**src/rtl/a25_cache_flush_ctrl.sv**
```systemverilog
// Cache flush sequencer: walks every tag RAM line index to invalidate it, coalescing
// flush requests that arrive mid-sweep, and registers the per-access cacheability decision.
module a25_cache_flush_ctrl #(
    parameter int unsigned LINES = 256,
    parameter int unsigned IDX_W = 8
) (
    input  logic             i_clk,
    input  logic             quick_n_reset,
    input  logic             i_access_stall,
    input  logic             i_cache_enable,
    input  logic             i_cache_flush,
    input  logic [31:0]      i_cacheable_area,
    input  logic [31:0]      i_address,
    output logic             o_cacheable,
    output logic             o_tag_wr_en,
    output logic [IDX_W-1:0] o_tag_wr_index,
    output logic             o_flush_busy
);

    typedef enum logic {StIdle, StFlush} state_t;

    localparam logic [IDX_W-1:0] LastIdx = IDX_W'(LINES - 1);

    state_t           r_state;
    state_t           w_state_d;
    logic [IDX_W-1:0] r_count;
    logic [IDX_W-1:0] w_count_d;
    logic             r_pending;
    logic             w_pending_d;
    logic             r_enable_prev;
    logic             r_cacheable;
    logic             r_flush_busy;
    logic             w_flush_req;
    logic             w_cacheable_d;
    logic             w_unused;

    // Only the 2 MB region number selects cacheability.
    assign w_unused = ^{i_address[31:26], i_address[20:0]};

    // Explicit flush, or the cache being switched off.
    assign w_flush_req = ~i_access_stall & (i_cache_flush | (r_enable_prev & ~i_cache_enable));

    always_comb begin
        w_state_d   = r_state;
        w_count_d   = r_count;
        w_pending_d = r_pending;
        if (!i_access_stall) begin
            unique case (r_state)
                StIdle: begin
                    if (w_flush_req) begin
                        w_state_d = StFlush;
                        w_count_d = '0;
                    end
                end
                StFlush: begin
                    if (r_count == LastIdx) begin
                        // A request landing on the final write restarts the sweep.
                        if (r_pending || w_flush_req) begin
                            w_pending_d = 1'b0;
                            w_count_d   = '0;
                        end else begin
                            w_state_d = StIdle;
                            w_count_d = '0;
                        end
                    end else begin
                        w_count_d = r_count + 1'b1;
                        if (w_flush_req) begin
                            w_pending_d = 1'b1;
                        end
                    end
                end
                default: w_state_d = StIdle;
            endcase
        end
    end

    assign w_cacheable_d = i_cache_enable & i_cacheable_area[i_address[25:21]]
                           & (w_state_d != StFlush);

    always_ff @(posedge i_clk or negedge quick_n_reset) begin
        if (!quick_n_reset) begin
            r_state       <= StIdle;
            r_count       <= '0;
            r_pending     <= 1'b0;
            r_enable_prev <= 1'b0;
            r_cacheable   <= 1'b0;
            r_flush_busy  <= 1'b0;
        end else if (!i_access_stall) begin
            r_state       <= w_state_d;
            r_count       <= w_count_d;
            r_pending     <= w_pending_d;
            r_enable_prev <= i_cache_enable;
            r_cacheable   <= w_cacheable_d;
            r_flush_busy  <= (w_state_d == StFlush);
        end
    end

    assign o_tag_wr_en    = (r_state == StFlush) & ~i_access_stall;
    assign o_tag_wr_index = (r_state == StFlush) ? r_count : '0;
    assign o_cacheable    = r_cacheable;
    assign o_flush_busy   = r_flush_busy;

endmodule
```
**config.mk**
```make
export PLATFORM = sky130hd
export DESIGN_NAME = a25_cache_flush_ctrl
export DESIGN_NICKNAME = d
export VERILOG_FILES = /design/src/rtl/a25_cache_flush_ctrl.sv
export SDC_FILE = /design/constraint.sdc
export NUM_CORES = 1
export LEC_CHECK = 0
export ABC_AREA = 1
export CORE_MARGIN = 5
export CORE_UTILIZATION = 31
export DETAILED_ROUTE_END_ITERATION = 10
export GPL_ROUTABILITY_DRIVEN = 0
export PLACE_DENSITY = 0.76
export RECOVER_POWER = 25
export SLEW_MARGIN = 20
export SYNTH_ARGS = -nofsm -noshare
export SYNTH_HDL_FRONTEND = slang
export SYNTH_SLANG_ARGS = --single-unit
```
**constraint.sdc**
```tcl
create_clock -name i_clk -period 1.4 [get_ports i_clk]
set_clock_uncertainty 0.05 [all_clocks]
set_input_delay 0.35 -clock i_clk [delete_from_list [all_inputs] [get_ports i_clk]]
set_output_delay 0.35 -clock i_clk [all_outputs]
set_load 0.005 [all_outputs]
```
==> impl_metrics.toml <==
[run_status]
status = "finished, violations left"
violations = "setup timing"

[power_and_ir_drop]
p_leak_nw = 1.13
peakVddDrop_v = 0.000311
powerDensity_mw_per_mm2 = 875

[clocking]
cts_hold_buf = 0
ctsRootBufferMaster = "clkbuf_4"
cts_tree = "built"
clk_pin_slew_ns = 0.08
cts_htree_levels = 1
cts-buffers-inserted = 3
clk_latency_ns = 0.27
cts.sinks = 12
clock_path_buffers = 2

[global_route]
met2_usage = 0.273
grt_overflow = 0
grt_first_pass_wirelength_mm = 5.78
gr-max-usage-layer = "met2"
use_met3 = 0.0316
grt_pass1_vias = 1281
grt_antenna_before_repair = 0
grtUsageTotal = 0.143
use_met1 = 0.159
grt_max_degree = 17

[drt]
wl_per_cell_microns = 11.4
drcViolationCount = 0
ant_nets = 0
drtIter0Drc = 71
dr.pass1.iters = 4
vias_per_cell = 4.39
vias = 1404
wirelength_mm = 3.65

[setup_path]
r2r-start = "o_flush_busy$_DFFE_PN0N_"
worstPathMaxFanout = 7
path_cells = "buf_6 -> buf_6 -> inv_4 -> nor2_4 -> buf_6 -> nor2_4 -> inv_4 -> a21oi_2 -> a21oi_2"
path_class = "reg2reg"
worst_ep_required_time_ns = 1.52
start_kind = "flip-flop"
r2r-end = "r_count[2]$_DFFE_PN0P_"
slowest_delay_ns = 0.41
worst_r2r_path_depth = 9
crit_path_frequent_cell = "buf_6"
endpoint_kind = "flip-flop"
cp_slowest_cell = "dfrtp_1"
r2r_slack_ns = -0.17
crit_arrival_ns = 1.68

[flow_run]
drv_cap = 0

[sta]
fin_setup_tns_ns = -2.26
slew_headroom = 0.564
worst_slack_ns = -0.166
min_period_ns = 1.57
period_share = 1.12
setup_viol = 20
hold_violations = 0
holdWs_ns = 0.422
fmax_mhz = 638
slew_viol_final = 0
rsz0062_at_grt = "true"
worst_slew_pin_slew_ns = 0.654

[floorplanning]
rows = 21
coreArea_sq_mm = 0.00342
initial_core_util = 0.328
die_h_microns = 70.1
die_w_microns = 70.1
design.portCount = 80
fp.dieArea_sq_mm = 0.00491

[yosys]
synth_nets = 257
yosysSeqAreaShare = 0.268
syn_avg_cell_area_sq_um = 5.99
postSynthCellCount = 187
ys_ff_latch = 12
ys_types = 24
yosysWarningCount = 0
netlist_area_sq_mm = 0.00112

[cells_and_area]
nNetsFinal = 345
antenna_cells = 0
final_layout_size_suffix_gt1_frac = 0.314
final_cells = 320
area_growth_pct = 83.2

[worst_hold_path]
hp-class = "in2reg"
min_delay_path_depth = 3
min_from = "i_cache_enable"
whs_endpoint = "r_enable_prev$_DFFE_PN0N_"

[placement]
io_buffers = 52
placed_cells_incl_taps = 299
dp_hpwl_mm = 2.60
place_ws_ns = -0.441
==> layer usage <==
metal | vias to the layer above | wire [microns]
met5 | - | 0
met2 | 40 | 2040
met1 | 610 | 1390
met4 | 0 | 52
li1 | 745 | -
met3 | 9 | 167
==> cell usage after synthesis <==
cell type / n / area, sq um
a21oi_1: 6 / 30.0
a21oi_2: 1 / 8.76
a22o_1: 1 / 8.76
buf_2: 1 / 5.00
nor3_1: 1 / 5.00
nor2_2: 1 / 6.26
dfrtp_1: 12 / 300
nand2_4: 4 / 45.0
inv_2: 4 / 15.0
buf_4: 3 / 22.5
o31ai_1: 1 / 7.51
inv_4: 1 / 6.26
nor2_4: 3 / 33.8
ha_1: 1 / 12.5
inv_1: 31 / 116
nor2_8: 1 / 20.0
clkbuf_1: 1 / 3.75
nor2_1: 5 / 18.8
o21ai_0: 4 / 20.0
or2_1: 1 / 6.26
nand3_1: 23 / 115
nand2_2: 1 / 6.26
nand2_1: 75 / 282
o21ai_1: 5 / 25.0
==> through the flow <==
stage	util	total power [mW]	instance area, sq um
floorplan	-	0.919	1120
global placement	0.533	1.39	1820
detailed placement	0.533	1.41	1820
CTS	0.570	1.67	1950
global route	0.601	1.95	2050
finish	0.601	1.80	2050
==> flip-flops by register name, indices dropped and copies added (netlist names) <==
name	cells
r_pending	1
r_enable_prev	1
r_count	8
o_flush_busy	1
o_cacheable	1
==> logic make-up after synthesis <==
kind of cell,synth area share
flip-flops,0.268
AO/OA/AOI/OAI,0.0894
buffers and inverters,0.151
AND/OR/NAND/NOR,0.480
adder cells (fa/ha/maj),0.0112
==> cells in the final DEF, fill, tap and decap left out, drive strengths merged, types with 5 or more instances in the layout <==
master          n
clkbuf          5
o21ai           9
nor2           10
buf            44
dfrtp          12
inv            36
nand2          80
clkdlybuf4s50  37
nand3          23
dlygate4sd2     5
a21oi           7
==> worst max-delay path: cells and delay by family (launching register included) <==
kind                   cells  cell delay [ns]
flip-flops                 1             0.41
AND/OR/NAND/NOR            2             0.26
AO/OA/AOI/OAI              2             0.21
buffers and inverters      5             0.52
==> power by group <==
part | internal, mW | switching [mW] | total [mW]
logic | 0.524 | 0.471 | 0.996
registers | 0.441 | 0.0835 | 0.525
clock network | 0.158 | 0.118 | 0.276
total | 1.12 | 0.673 | 1.80
==> worst max path at each step <==
stage,startpoint,end,slack (ns),depth (start not counted)
final,o_flush_busy$_DFFE_PN0N_,r_count[2]$_DFFE_PN0P_,-0.17,9
after global routing,o_flush_busy$_DFFE_PN0N_,r_count[2]$_DFFE_PN0P_,-0.22,9
after CTS,o_flush_busy$_DFFE_PN0N_,o_tag_wr_index[0],-0.13,5
after detailed placement,i_access_stall,o_tag_wr_en,-0.44,3
after global placement,i_access_stall,o_tag_wr_en,-0.43,3
after floorplan,r_count[0]$_DFFE_PN0P_,o_cacheable$_DFFE_PN0N_,0.03,11
==> timing repair <==
item,CTS,global route
pin swaps,4,3
setup buffers,10,7
gates resized for setup,63,16
setup endpoints to repair,19,20
==> area by class of cell <==
type	instances	area [sq um]
Timing Repair Buffer	88	798
Inverter	36	143
Tap cell	46	57.6
Clock buffer	4	36.3
Sequential cell	12	300
Multi-Input combinational cell	134	717
Fill cell	305	1360
(Power assumes the default switching activity.)
